$ cat src/rtl/draw_playfield.sv
// Tetris playfield renderer: frame border, checker/grid field, border flash.
// Two-stage pixel pipeline with a vsync-paced flash FSM.
module draw_playfield #(
  parameter int          HOR_PIX       = 1024,
  parameter int          VER_PIX       = 768,
  parameter int          GRID_SIZE     = 16,
  parameter int          FRAME_X_SIZE  = 40,
  parameter int          FRAME_Y_SIZE  = 20,
  parameter int          FRAME_WIDTH   = 1,
  parameter logic [11:0] BORDER_COLOR  = 12'h740,
  parameter logic [11:0] FLASH_COLOR   = 12'hF00,
  parameter logic [11:0] BG_COLOR      = 12'hDA5,
  parameter logic [11:0] BG_ALT_COLOR  = 12'hC94,
  parameter logic [11:0] LINE_COLOR    = 12'hA73,
  parameter int          FLASH_TOGGLES = 6
) (
  input  logic        pclk,
  input  logic        rst,
  input  logic [10:0] hcount_in,
  input  logic [10:0] vcount_in,
  input  logic        hsync_in,
  input  logic        hblnk_in,
  input  logic        vsync_in,
  input  logic        vblnk_in,
  input  logic [1:0]  mode_in,
  input  logic        flash_req,
  output logic [10:0] hcount_out,
  output logic [10:0] vcount_out,
  output logic        hsync_out,
  output logic        hblnk_out,
  output logic        vsync_out,
  output logic        vblnk_out,
  output logic [11:0] rgb_out,
  output logic        in_field_out,
  output logic [6:0]  grid_x_out,
  output logic [5:0]  grid_y_out,
  output logic        flash_busy
);

  localparam int LOG2 = $clog2(GRID_SIZE);
  localparam int XO_I = (HOR_PIX - FRAME_X_SIZE * GRID_SIZE) / 2;
  localparam int YO_I = (VER_PIX - FRAME_Y_SIZE * GRID_SIZE) / 2;
  localparam int XI_I = XO_I + FRAME_WIDTH * GRID_SIZE;
  localparam int YI_I = YO_I + FRAME_WIDTH * GRID_SIZE;

  localparam logic [10:0] XO  = 11'(XO_I);
  localparam logic [10:0] YO  = 11'(YO_I);
  localparam logic [10:0] XI  = 11'(XI_I);
  localparam logic [10:0] YI  = 11'(YI_I);
  localparam logic [10:0] XOR = 11'(HOR_PIX - XO_I);
  localparam logic [10:0] YOR = 11'(VER_PIX - YO_I);
  localparam logic [10:0] XIR = 11'(HOR_PIX - XI_I);
  localparam logic [10:0] YIR = 11'(VER_PIX - YI_I);

  typedef enum logic [1:0] {IDLE, ON, OFF} flash_e;

  flash_e      state_q, state_d;
  logic [7:0]  cnt_q, cnt_d;
  logic [1:0]  mode_q;
  logic        vs_q;
  logic        vs_rise;
  logic        flash_on;

  logic        blank;
  logic        outer;
  logic        inner;
  logic [10:0] dx;
  logic [10:0] dy;

  logic [25:0] tim1_q;
  logic        blank1_q;
  logic        border1_q;
  logic        field1_q;
  logic        line1_q;
  logic [6:0]  gx1_q;
  logic [5:0]  gy1_q;
  logic [11:0] rgb_d;

  assign vs_rise = vsync_in & ~vs_q;

  // Stage 1: classify the pixel against the frame geometry
  assign blank = hblnk_in | vblnk_in;
  assign outer = (hcount_in >= XO) && (hcount_in < XOR) &&
                 (vcount_in >= YO) && (vcount_in < YOR);
  assign inner = (hcount_in >= XI) && (hcount_in < XIR) &&
                 (vcount_in >= YI) && (vcount_in < YIR);
  assign dx = hcount_in - XI;
  assign dy = vcount_in - YI;

  always_ff @(posedge pclk) begin
    if (rst) begin
      tim1_q    <= '0;
      blank1_q  <= 1'b0;
      border1_q <= 1'b0;
      field1_q  <= 1'b0;
      line1_q   <= 1'b0;
      gx1_q     <= '0;
      gy1_q     <= '0;
    end else begin
      tim1_q    <= {hcount_in, vcount_in, hsync_in,
                    hblnk_in, vsync_in, vblnk_in};
      blank1_q  <= blank;
      border1_q <= ~blank & outer & ~inner;
      field1_q  <= ~blank & inner;
      line1_q   <= ~blank & inner &
                   ((&dx[LOG2-1:0]) | (&dy[LOG2-1:0]));
      gx1_q     <= (~blank & inner) ? 7'(dx >> LOG2) : 7'd0;
      gy1_q     <= (~blank & inner) ? 6'(dy >> LOG2) : 6'd0;
    end
  end

  // Stage 2: colour selection
  always_comb begin
    rgb_d = BG_COLOR;
    unique case (1'b1)
      blank1_q:  rgb_d = 12'h000;
      border1_q: rgb_d = flash_on ? FLASH_COLOR : BORDER_COLOR;
      field1_q: begin
        if (mode_q == 2'd1 && (gx1_q[0] ^ gy1_q[0]))
          rgb_d = BG_ALT_COLOR;
        else if (mode_q == 2'd2 && line1_q)
          rgb_d = LINE_COLOR;
      end
      default:   rgb_d = BG_COLOR;
    endcase
  end

  always_ff @(posedge pclk) begin
    if (rst) begin
      {hcount_out, vcount_out, hsync_out,
       hblnk_out, vsync_out, vblnk_out} <= '0;
      rgb_out      <= '0;
      in_field_out <= 1'b0;
      grid_x_out   <= '0;
      grid_y_out   <= '0;
    end else begin
      {hcount_out, vcount_out, hsync_out,
       hblnk_out, vsync_out, vblnk_out} <= tim1_q;
      rgb_out      <= rgb_d;
      in_field_out <= field1_q;
      grid_x_out   <= gx1_q;
      grid_y_out   <= gy1_q;
    end
  end

  // Flash FSM and per-frame mode latch
  always_ff @(posedge pclk) begin
    if (rst) begin
      state_q <= IDLE;
      cnt_q   <= '0;
      mode_q  <= '0;
      vs_q    <= 1'b0;
    end else begin
      state_q <= state_d;
      cnt_q   <= cnt_d;
      mode_q  <= vs_rise ? mode_in : mode_q;
      vs_q    <= vsync_in;
    end
  end

  always_comb begin
    state_d = state_q;
    cnt_d   = cnt_q;
    unique case (state_q)
      IDLE: begin
        if (flash_req) begin
          state_d = ON;
          cnt_d   = '0;
        end
      end
      ON, OFF: begin
        if (vs_rise) begin
          cnt_d = cnt_q + 8'd1;
          if (cnt_d == 8'(FLASH_TOGGLES))
            state_d = IDLE;
          else
            state_d = (state_q == ON) ? OFF : ON;
        end
      end
      default: state_d = IDLE;
    endcase
  end

  always_comb begin
    flash_on   = (state_q == ON);
    flash_busy = (state_q != IDLE);
  end

endmodule

$ cat config.mk
export PLATFORM = sky130hd
export DESIGN_NAME = draw_playfield
export DESIGN_NICKNAME = d
export VERILOG_FILES = /design/src/rtl/draw_playfield.sv
export SDC_FILE = /design/constraint.sdc
export NUM_CORES = 1
export LEC_CHECK = 0
export ABC_CLOCK_PERIOD_IN_PS = 2270
export BUFFER_PORTS_ARGS = -buffer_cell sky130_fd_sc_hd__buf_2
export CORE_ASPECT_RATIO = 0.5
export CORE_MARGIN = 8
export CORE_UTILIZATION = 45
export DETAILED_ROUTE_END_ITERATION = 12
export PLACE_DENSITY = 0.76
export SYNTH_ARGS = -nofsm -noshare
export SYNTH_HDL_FRONTEND = slang
export SYNTH_SLANG_ARGS = --single-unit
$ cat constraint.sdc
create_clock -name pclk -period 2.27 [get_ports pclk]
set_input_delay 0.1135 -clock pclk [delete_from_list [all_inputs] [get_ports pclk]]
set_output_delay 0.1135 -clock pclk [all_outputs]
set_load 0.02 [all_outputs]
Yosys cells after proc, flatten, opt, wreduce, memory -nomap -nowiden --
Index checks and enable logic that the tools add are counted.
Storage, ports and cells: register bits 108, input port bits 31, output and inout port bits 53, logic and storage cells 80
Cells by class: add/sub/neg operators 3, magnitude comparators 8, eq/ne operators 7, multiplexer cells 12, bitwise logic cells 12, reductions and logical operators 17
Operator list (count):
- greater-or-equal comparator 11 x 8 -> 1 bit (second input constant) | 4
- less-than comparator 11 x 10 -> 1 bit (second input constant) | 4
- one-hot mux 12 bit (3 select lines) | 1
- two-way mux 11 bit | 2
- two-way mux 8 bit | 2
- one-hot mux 8 bit (2 select lines) | 1
- two-way mux 12 bit | 1
- subtractor 11 x 8 -> 11 bit (second input constant) | 1
- subtractor 10 x 8 -> 10 bit (second input constant) | 1
- adder 8 x 1 -> 8 bit (second input constant) | 1
- == test 8 x 3 -> 1 bit (second input constant) | 1
- logical AND 1 bit | 8
- two-way mux 2 bit | 4
- AND reduction 4 bit | 2
- AND 1 bit | 5
- == test 2 x 1 -> 1 bit (second input constant) | 2
- == test 2 bit (second input constant) | 2
- inequality test 2 bit (second input constant) | 2
- inverter 1 bit | 4
- one-hot mux 2 bit (2 select lines) | 1
- nonzero test 2 bit | 2
- OR reduction 2 bit | 2
- AND reduction 3 bit | 1
- logical NOT 2 bit | 1
- other kinds (3) | 4

Depth between registers and ports, before layout --
Gate-level depths: netlist (run 1).
depth after elaboration 7, mapped depth 7

Least setup slack after synthesis (run 1) --
No wires, ideal clock.
path type register to register, start point register cnt_q[0], end point register state_q[1], setup time 0.128 ns, data arrival time 1.500 ns, required time 2.142 ns, slack 0.642 ns, stages on the path, launching flop included 7, path buffers 0, period minus slack after synthesis 1.628 ns, cell sequence dfxtp_1 -> ha_1 -> xor2_1 -> nand3b_1 -> or4_1 -> a31oi_1 -> nor2_1
On the way: word-level cells in the longest chain between the ends 5
Ends and longest elaborated chain:
- from (decl) | line 58 | logic [7:0] cnt_q, cnt_d;
- from (signal assigned) | line 155 | cnt_q <= cnt_d;
- adder 8 x 1 -> 8 bit | line 173 | cnt_d = cnt_q + 8'd1;
- == test 8 x 3 -> 1 bit | line 174 | if (cnt_d == 8'(FLASH_TOGGLES))
- two-way mux 2 bit | line 174
- two-way mux 2 bit | line 172 | if (vs_rise) begin
- one-hot mux 2 bit (2 select lines) | line 164 | unique case (state_q)
- to (signal assigned) | line 154 | state_q <= state_d;
- to (decl) | line 57 | flash_e state_q, state_d;
Every way passes these cells. The select of a mux whose other input is x is not followed. A chain may end at the register's enable or synchronous reset.

Final worst setup path (run 1) --
start point register state_q[0], end point register cnt_q[2]
On the way: word-level cells in the longest chain between the ends 4, elaborated cells on any way between the ends 9
Ends and longest elaborated chain (line):
- == test 2 x 1 -> 1 bit / == test 2 bit (equally long branches) | 164
- OR reduction 2 bit | 164
- inequality test 2 bit (no line) / nonzero test 2 bit (equally long branches)
- AND reduction 3 bit (no line)
Several ways; a longest one is shown, not always the timed one.

==> results, run 1 <==
- The critical path endpoint category is a flip-flop.
- The compound-gate portion of the synthesized area is 7.53%.
- The clock transition at the registers of the reported paths is 0.07 ns.
- The maximum fanout count along the critical path is 6.
- The synthesized-area fraction occupied by adder cells is 3.52%.
- For this design the static power due to leakage is 1.98 nW.
- Of the available clock period, the critical path in the final layout requires 79.1%.
- The number of vias after detailed routing is 2502.
- For this block, the initial DRC count from the detailed router was 101.
- The core region area is 7830 um2.
- In this run the worst hold path is classified as in2reg.
- Sequential cells were found to cover 58.6% of the synthesized design area.
- The number of register bits inferred by synthesis is 104.
- After synthesis, the largest family of logic cells by area is simple AND/OR/NAND/NOR gates.
- Global routing finished with a remaining overflow of 0.
- The synthesized instance count is 348.
- After synthesis, the netlist uses 46 different library cells.
- Cells with a size suffix above 1 make up 24.0% of the layout.
- The total power of the final layout is 3.87 mW.
- The largest total area in the synthesized netlist belongs to dfxtp_1.
- Ranked by total cell area, the synthesized netlist is headed by dfxtp_1 59%, nor2b_1 11%, nor2_1 4.6%.
- The synthesized net count is 389.
- The multiplexer fraction of the synthesized cell area is 0.845%.
- The final antenna diode count is 0.
- The total count of max-transition violations in the final report is 0.
- The type of the worst setup path is reg2reg.
- Yosys printed 0 warnings.
- The count of buffers added on input and output ports is 82.
- Setup repair after global routing left no endpoint under its margin.
- The data arrival time of the worst path is 2.01 ns.
- The routed design has 6960 um of wire.
- The global-route usage over all layers is 12.7%.
- OpenSTA, run right after detailed placement, puts the worst setup slack at 0.500 ns.
- Buffers added to address setup during post-CTS repair amount to 0.
- Setup violations remaining at the end of the flow were counted as 0.
- Each instance of the synthesized netlist takes up on average 10.2 um2.
- The initial antenna violation count came to 0.
- The maximum VDD drop is 442 uV.
- TritonCTS built the clock tree.
- Buffers inserted during clock tree synthesis total 9.
- The startpoint type of the worst setup path is a flip-flop.
- CTS placed an instance of clkbuf_16 at the clock tree root.
- The worst path needs 1.80 ns of the cycle, external delays included.
- The number of buffers on the longest clock path is 2.
- The die is 142 um wide.
- The post-synthesis xor/xnor area fraction is 2.96%.
- The placer congestion estimate is 0.858.
- The run finished with clean final reports.
- After detailed routing, the number of vias per cell comes to 4.56.
- For this design the top-level I/O count stands at 84.
- The via count of the first global-routing pass is 2378.
- The remaining antenna violation count after routing is 0.
- The final worst setup slack is 0.474 ns.
- The number of H-tree levels is 3.
- The async set-reset flop share out of synthesis is 0%.
- The worst hold path passes through 2 cells.
- Row generation in the floorplan step produced 23 rows.
- The area of the die is 11200 um2.
- The worst register-to-register path has a depth of 7.
- From synthesis to final layout, the design area changed by 23.4%.
- Dividing the detail-routed wire length by the instance count gives 12.7 um.
- On the final layout, the worst clock skew is 0.00615 ns.
- The most used flip-flop cell after synthesis is dfxtp_1.
- The post-cts gate resize count is 0.
- The timing-limited maximum frequency is 557 MHz.
- Dividing total power by cell area gives a power density of 883 nW/um2.
- The global-route wire length before repair is 11200 um.
- Clock tree synthesis found a total of 104 sinks.
- The normalized max-slew margin is 64.1%.
- The number of nets at the end of the flow is 473.
- The overall die height is 78.8 um.
- The final hold violation count is 0.
- Entering global routing, the biggest net connects 49 pins.
- The clock latency reported for the late side of the worst-skew pair is 0.34 ns.
- The startpoint identified for the worst hold timing path is vcount_in[3].
- The synthesized design devotes to its leading area cell type 58.6% of total area.
- The post-detailed-route DRC marker count is 0.
- The slack of the worst reg-to-reg path is 0.47 ns.
- The number of enable-type register cells in the synthesized netlist is 0.
- After routing, the total negative slack on setup checks comes to 0 ns.
- The initial core utilization is 45.4%.
- Summed over all nets, the half-perimeter wirelength after detailed placement is 5080 um.
- Max-cap violations in this run came to 0.
- The cell area that synthesis handed to floorplanning was 3550 um2.
- The number of hold buffers added after CTS was 5.
- The endpoint of the lowest-slack register-to-register path is cnt_q[2].
- The path with the worst hold slack has its endpoint at tim1_q[7].
- Data on the critical path is required at its endpoint by 2.48 ns.
- The startpoint identified for the worst register-to-register timing path is state_q[0].
- The first TritonRoute pass finished after 4 iterations.
- The post-synthesis share of cell area spent on and, or, nand and nor gates is 23.2%.
- The pin slew with the least headroom to its limit is 0.533 ns.
## cell usage in the layout (no fill, tap or decap), drive strengths merged, types with 2 or more instances in the layout
| cell | count |
|---|---|
| nor3 | 6 |
| nand4 | 4 |
| a31oi | 4 |
| nor2 | 44 |
| xor2 | 8 |
| nor2b | 62 |
| nor4 | 3 |
| o21ai | 9 |
| dfxtp | 104 |
| a311oi | 3 |
| ha | 10 |
| clkinv | 3 |
| nand2 | 10 |
| xnor2 | 4 |
| inv | 12 |
| clkbuf | 10 |
| nand3 | 5 |
| a211oi | 3 |
| mux2i | 3 |
| dlygate4sd3 | 5 |
| buf | 84 |
| a21oi | 13 |
| and3 | 2 |
| nand2b | 3 |
| nand3b | 3 |
| clkinvlp | 2 |
## report_power, final
| part | switching, mW | internal, mW | leakage (nW) | total (mW) |
|---|---|---|---|---|
| sequential | 0.0315 | 1.90 | 0.852 | 1.93 |
| clock | 0.659 | 0.786 | 0.137 | 1.44 |
| combinational | 0.309 | 0.189 | 0.992 | 0.498 |
## layer usage
metal | up-vias | global-route usage (%) | share of wire (%)
li1 | 1307 | - | -
met5 | - | 0 | 0
met1 | 1130 | 13.8 | 43
met3 | 8 | 5.08 | 6.1
met4 | 0 | 5.10 | 0.93
met2 | 57 | 22.1 | 50
## critical path, cell delays in order, from the launching register on
cell and delay (ns):
dfxtp_1 0.39, inv_1 0.06, ha_1 0.33, inv_1 0.10, o21a_1 0.23, a21boi_1 0.32, o211a_1 0.20, nor3_1 0.04
## per-stage QoR
stage	area, um2	hold WS (ns)	util [%]	instances
3_3_place_gp	4040	0.326	51.7	528
4_1_cts	4390	0.00470	56.0	549
5_1_grt	4390	0.0194	56.0	549
3_5_place_dp	4040	0.326	51.7	528
6_report	4390	0.0205	56.0	549
2_1_floorplan	3550	0.186	-	348
## kinds of logic after synthesis
logic type / Yosys count
mux: 3
other cells: 1
compound gates: 41
xor+xnor: 12
fa+ha+maj: 10
simple gates: 150
flops: 104
buf+inv: 27
## synth_stat cells (2+ instances only)
master	number
xor2_1	8
a211oi_1	3
xnor2_1	4
dfxtp_1	104
nor4_1	3
a21oi_1	13
nand4_1	3
mux2i_1	3
clkbuf_1	10
o21ai_1	3
nand2b_1	3
a31oi_1	4
nand3_1	5
nor3_1	6
nand3b_1	3
buf_4	4
nor2b_1	62
and3_1	2
nand2_1	10
o21ai_0	6
a311oi_1	3
nor2_1	44
ha_1	10
inv_1	10
## layout make-up
type | instances | area, um2
Inverter | 11 | 41.3
Fill cell | 708 | 3440
Sequential cell | 104 | 2080
Multi-Input combinational cell | 217 | 1360
Timing Repair Buffer | 89 | 475
Clock buffer | 10 | 239
Tap cell | 112 | 140
Clock inverter | 6 | 52.6
## registers in the layout, summed over array words and instances, names as in the netlist, 2 cells and up
| signal | count |
|---|---|
| tim1_q | 26 |
| hcount_out | 11 |
| vcount_out | 11 |
| rgb_out | 9 |
| cnt_q | 8 |
| grid_x_out | 7 |
| gx1_q | 7 |
| grid_y_out | 6 |
| gy1_q | 6 |
| mode_q | 2 |
| state_q | 2 |
## worst max path at each step
stage | slack [ns] | depth (start not counted) | endpoint | from
2_1_floorplan | 0.64 | 6 | state_q[1] | cnt_q[0]
3_3_place_gp | 0.55 | 6 | state_q[1] | cnt_q[0]
3_5_place_dp | 0.50 | 7 | cnt_q[2] | state_q[0]
4_1_cts | 0.47 | 7 | cnt_q[2] | state_q[0]
5_1_grt | 0.34 | 6 | state_q[1] | cnt_q[0]
6_report | 0.47 | 7 | cnt_q[2] | state_q[0]
No activity file was read; power rests on OpenSTA's default activity.
==> run 2: changes to the inputs <==
Settings changed: ABC_AREA set to 1, ABC_CLOCK_PERIOD_IN_PS 2270 to 1550, PLACE_DENSITY 0.76 to 0.78.
Clock period 2.27 ns to 1.55 ns, I/O delays scaled along.
==> results, run 2 <==
- The count of max-cap constraint violations is 0 (unchanged).
- The core region area is 8090 um2 (was 7830 um2).
- The internal power summed over all cells is 4.59 mW (was 2.87 mW).
- The required time reported for the critical path endpoint is 1.78 ns (was 2.48 ns).
- Leading cell types in the layout, fill and taps excluded: 100 x dfxtp_1, 88 x nor2_1, 87 x inv_1 (was 104 x dfxtp_1, 82 x buf_2, 62 x nor2b_1).
- The initial core utilization was 46.7% (was 45.4%).
- The number of rows created at floorplan is 23 (unchanged).
- The Yosys warning count was 0 (unchanged).
- The root buffer cell is clkbuf_16 (unchanged).
- The net switching fraction of the power was 26.3% (was 25.8%).
- The startpoint type of the worst setup path is an input pin (was flip-flop).
- The worst reg2reg path depth is 11 (was 7).
- The synthesized net count was 490 (was 389).
- The area of the die was 11800 um2 (was 11200 um2).
- The remaining antenna violation count after routing was 0 (unchanged).
- The worst-case hold slack was 0.0184 ns (was 0.0205 ns).
- The global-route usage over all layers is 14.6% (was 12.7%).
- The placer congestion estimate is 0.862 (was 0.858).
- The post-synth design cell area is 3780 um2 (was 3550 um2).
- The top cell type by total area after synthesis is dfxtp_1 (unchanged).
- The clock transition at the registers of the reported paths is 0.07 ns (about the same).
- The floorplan die width is 146 um (was 142 um).
- The quantity of I/O buffers inserted on ports was 82 (unchanged).
- The post-route clock skew is 0.00791 ns (was 0.00615 ns).
- The number of register bits inferred by synthesis is 104 (unchanged).
- The path type of the worst min-delay path was in2reg (unchanged).
- The worst-case hold path end point is tim1_q[13] (was tim1_q[7]).
- The total grt overflow is 0 (unchanged).
- The share of power burned in registers is 46.1% (was 49.8%).
- The post-route standard cell area excluding fillers came to 4930 um2 (was 4390 um2).
- Outcome: finished clean (unchanged).
- The register with the most flip-flops is tim1_q (unchanged).
- The slack of the worst reg-to-reg path came to 0.10 ns (was 0.47 ns).
- The startpoint of the lowest-slack register-to-register path is cnt_q[0] (was state_q[0]).
- The initial antenna violation count is 0 (unchanged).
- The number of primary I/O pins is 84 (unchanged).
- Cell types with the largest area share after synthesis: dfxtp_1 55%, nor2_1 9.2%, inv_1 8.8% (was dfxtp_1 59%, nor2b_1 11%, nor2_1 4.6%).
- The share of Yosys cell area claimed by the top area cell type is 55.1% (was 58.6%).
- The endpoint of the lowest-slack register-to-register path was state_q[0] (was cnt_q[2]).
- The fraction of the yosys area taken by sequential cells is 55.1% (was 58.6%).
- Unrepaired setup endpoints after global routing: true (was false).
- The global-route wire length before repair is 13700 um (was 11200 um).
- The power share of the combinational group came to 16.4% (was 12.9%).
- The per-cell via count in the routed design is 4.48 (was 4.56).
- The synthesized instance count is 449 (was 348).
- The overall die height came to 80.8 um (was 78.8 um).
- The clock latency reported for the late side of the worst-skew pair is 0.34 ns (about the same).
- The final hold violation count is 0 (unchanged).
- The data arrival time of the worst path is 1.72 ns (was 2.01 ns).
- The first-iteration detailed-routing DRC count is 168 (was 101).
- The estimated wirelength of the detail-placed design is 5720 um (was 5080 um).
- The post-detailed-route DRC marker count is 0 (unchanged).
- The minimum period implied by the final worst setup slack is 1.48 ns.
- The number of enable-type register cells in the synthesized netlist is 0 (unchanged).
- The critical path endpoint category is a flip-flop (unchanged).
- The maximum number of pins on one net before global-route repair is 79 (was 49).
- The relative contribution of the clock network to total power is 37.5% (was 37.3%).
- The most common library cell in the layout ignoring fill and taps was dfxtp_1 (unchanged).
- The async set-reset flop share out of synthesis is 0% (unchanged).
- The number of buffers on the longest clock path is 2 (unchanged).
- Based on the critical path, the design can be clocked at up to 674 MHz.
- The fraction of layout instances using a drive strength above 1 is 26.3% (was 24.0%).
- The switching power of the nets is 1.64 mW (was 1.00 mW).
- The main flop type after synthesis is dfxtp_1 (unchanged).
- Commonest cells in the synthesized netlist: 104 x dfxtp_1, 93 x nor2_1, 89 x inv_1 (was 104 x dfxtp_1, 62 x nor2b_1, 44 x nor2_1).
- The final-report setup violation count is 0 (unchanged).
- The detailed-router iteration count before antenna repair was 4 (unchanged).
- The maximum fanout count along the critical path is 5 (was 6).
- The start point of the worst min-delay path is vcount_in[9] (was vcount_in[3]).
- The maximum VDD drop is 678 uV (was 442 uV).
- The TritonCTS clock tree is yes (unchanged).
- The average footprint of a synthesized cell is 8.42 um2 (was 10.2 um2).
- The number of H-tree levels is 3 (unchanged).
- The total routed wirelength is 8490 um (was 6960 um).
- The area added between synthesis and finish is 30.4% (was 23.4%).
- The number of flip-flops in the largest register is 26 (unchanged).
- The post-route fraction of the period consumed by the critical path is 95.8%.
- The via count of the first global-routing pass is 2975 (was 2378).
- The number of distinct library cells after synthesis is 41 (was 46).
- The layout filler cell count is 663 (was 708).
- The per-cell routed wire length is 12.6 um (was 12.7 um).
- The number of nets at the end of the flow is 599 (was 473).
- The leakage power figure was 2.44 nW (was 1.98 nW).
- The most used standard cell by instance count after synthesis is dfxtp_1 (unchanged).
- The number of instances on the worst hold path was 3 (was 2).
- The instance area after placement came to 4340 um2 (was 4040 um2).
- The total count of max-transition violations in the final report came to 0 (unchanged).
- The clock sink count is 104 (unchanged).
- The number of buffers created by CTS is 9 (unchanged).
- The number of vias after detailed routing is 3028 (was 2502).
- The power per unit of standard cell area is 1260 nW/um2 (was 883 nW/um2).
- The type of the worst setup path is in2reg (was reg2reg).
[run 2: cell types whose count changed in the layout (fill, tap and decap cells not counted), sizes merged, moves of 4 or more]
cell	change
buf	+8
nor3	-4
nor2	+59
a21oi	+4
nand2	+39
inv	+84
nand3	+11
clkbuf	+4
nor2b	-62
dlygate4sd3	+10
[run 2: kinds of logic after synthesis]
logic type,share of synthesized area (%)
other,0.0992
flip-flops,55.1
adder cells (fa/ha/maj),3.31
AO/OA/AOI/OAI,6.16
AND/OR/NAND/NOR,21.9
XOR/XNOR,1.85
buffers and inverters,11.6
[run 2: cell type report]
| class | count | area [um2] | area share (%) |
|---|---|---|---|
| inverters | 96 | 362 | 7.34 |
| well taps | 112 | 140 | 2.84 |
| diodes | 1 | 2.50 | 0.0508 |
| flip-flops and latches | 104 | 2090 | 42.4 |
| multi-input cells | 236 | 1280 | 25.9 |
| repair buffers | 111 | 738 | 15.0 |
| clock inverters | 3 | 47.5 | 0.965 |
| clock buffers | 13 | 270 | 5.49 |
[run 2: metal layers]
metal  wire, um  GRT usage [%]  vias to the layer above
li1           -              -                     1558
met1       3490           15.1                     1396
met2       4490           27.2                       59
met3        360           5.43                       15
met4        139           6.08                        0
met5          0              0                        -
[run 2: worst max-delay path by stage]
stage | from | to | slack [ns] | depth (start not counted)
2_1_floorplan | state_q[0] | cnt_q[1] | 0.002 | 10
3_3_place_gp | state_q[1] | cnt_q[0] | 0.13 | 7
3_5_place_dp | cnt_q[0] | state_q[0] | 0.06 | 10
4_1_cts | vcount_in[0] | gx1_q[2] | 0.009 | 10
5_1_grt | state_q[1] | cnt_q[0] | -0.04 | 9
6_report | vcount_in[6] | gy1_q[4] | 0.07 | 11
[run 2: per-stage QoR]
| step | TNS [ns] | worst slack (ns) | utilization, % | cells | power, mW |
|---|---|---|---|---|---|
| floorplan | 0 | 0.00221 | - | 449 | 3.53 |
| global placement | 0 | 0.134 | 53.6 | 638 | 3.84 |
| detailed placement | 0 | 0.0623 | 53.6 | 638 | 3.88 |
| CTS | 0 | 0.00860 | 59.8 | 672 | 6.26 |
| global route | -0.150 | -0.0350 | 60.9 | 675 | 6.56 |
| finish | 0 | 0.0656 | 60.9 | 676 | 6.23 |
[run 2: power groups by stage]
stage               Sequential [mW]  Clock, mW  Combinational, mW
floorplan                      2.96          0              0.566
global placement               2.91          0              0.932
detailed placement             2.91          0              0.969
CTS                            2.85       2.39               1.01
global route                   2.89       2.53               1.14
finish                         2.87       2.33               1.02
[run 2: critical path, cell delays in order]
cell and delay, ns:
dlygate4sd3_1 0.54, buf_2 0.16, nand2_2 0.07, clkinv_2 0.09, a31oi_2 0.20, o211ai_2 0.12, nand2_2 0.10, nor2_4 0.05
nand3_4 0.09, clkbuf_16 0.18, nor2_4 0.03
[run 2: what timing repair did]
item,in CTS,in global routing
hold endpoints to repair,18,0
gates resized for setup,0,20
setup buffers,0,3
hold buffers,18,0
setup endpoints to repair,0,22
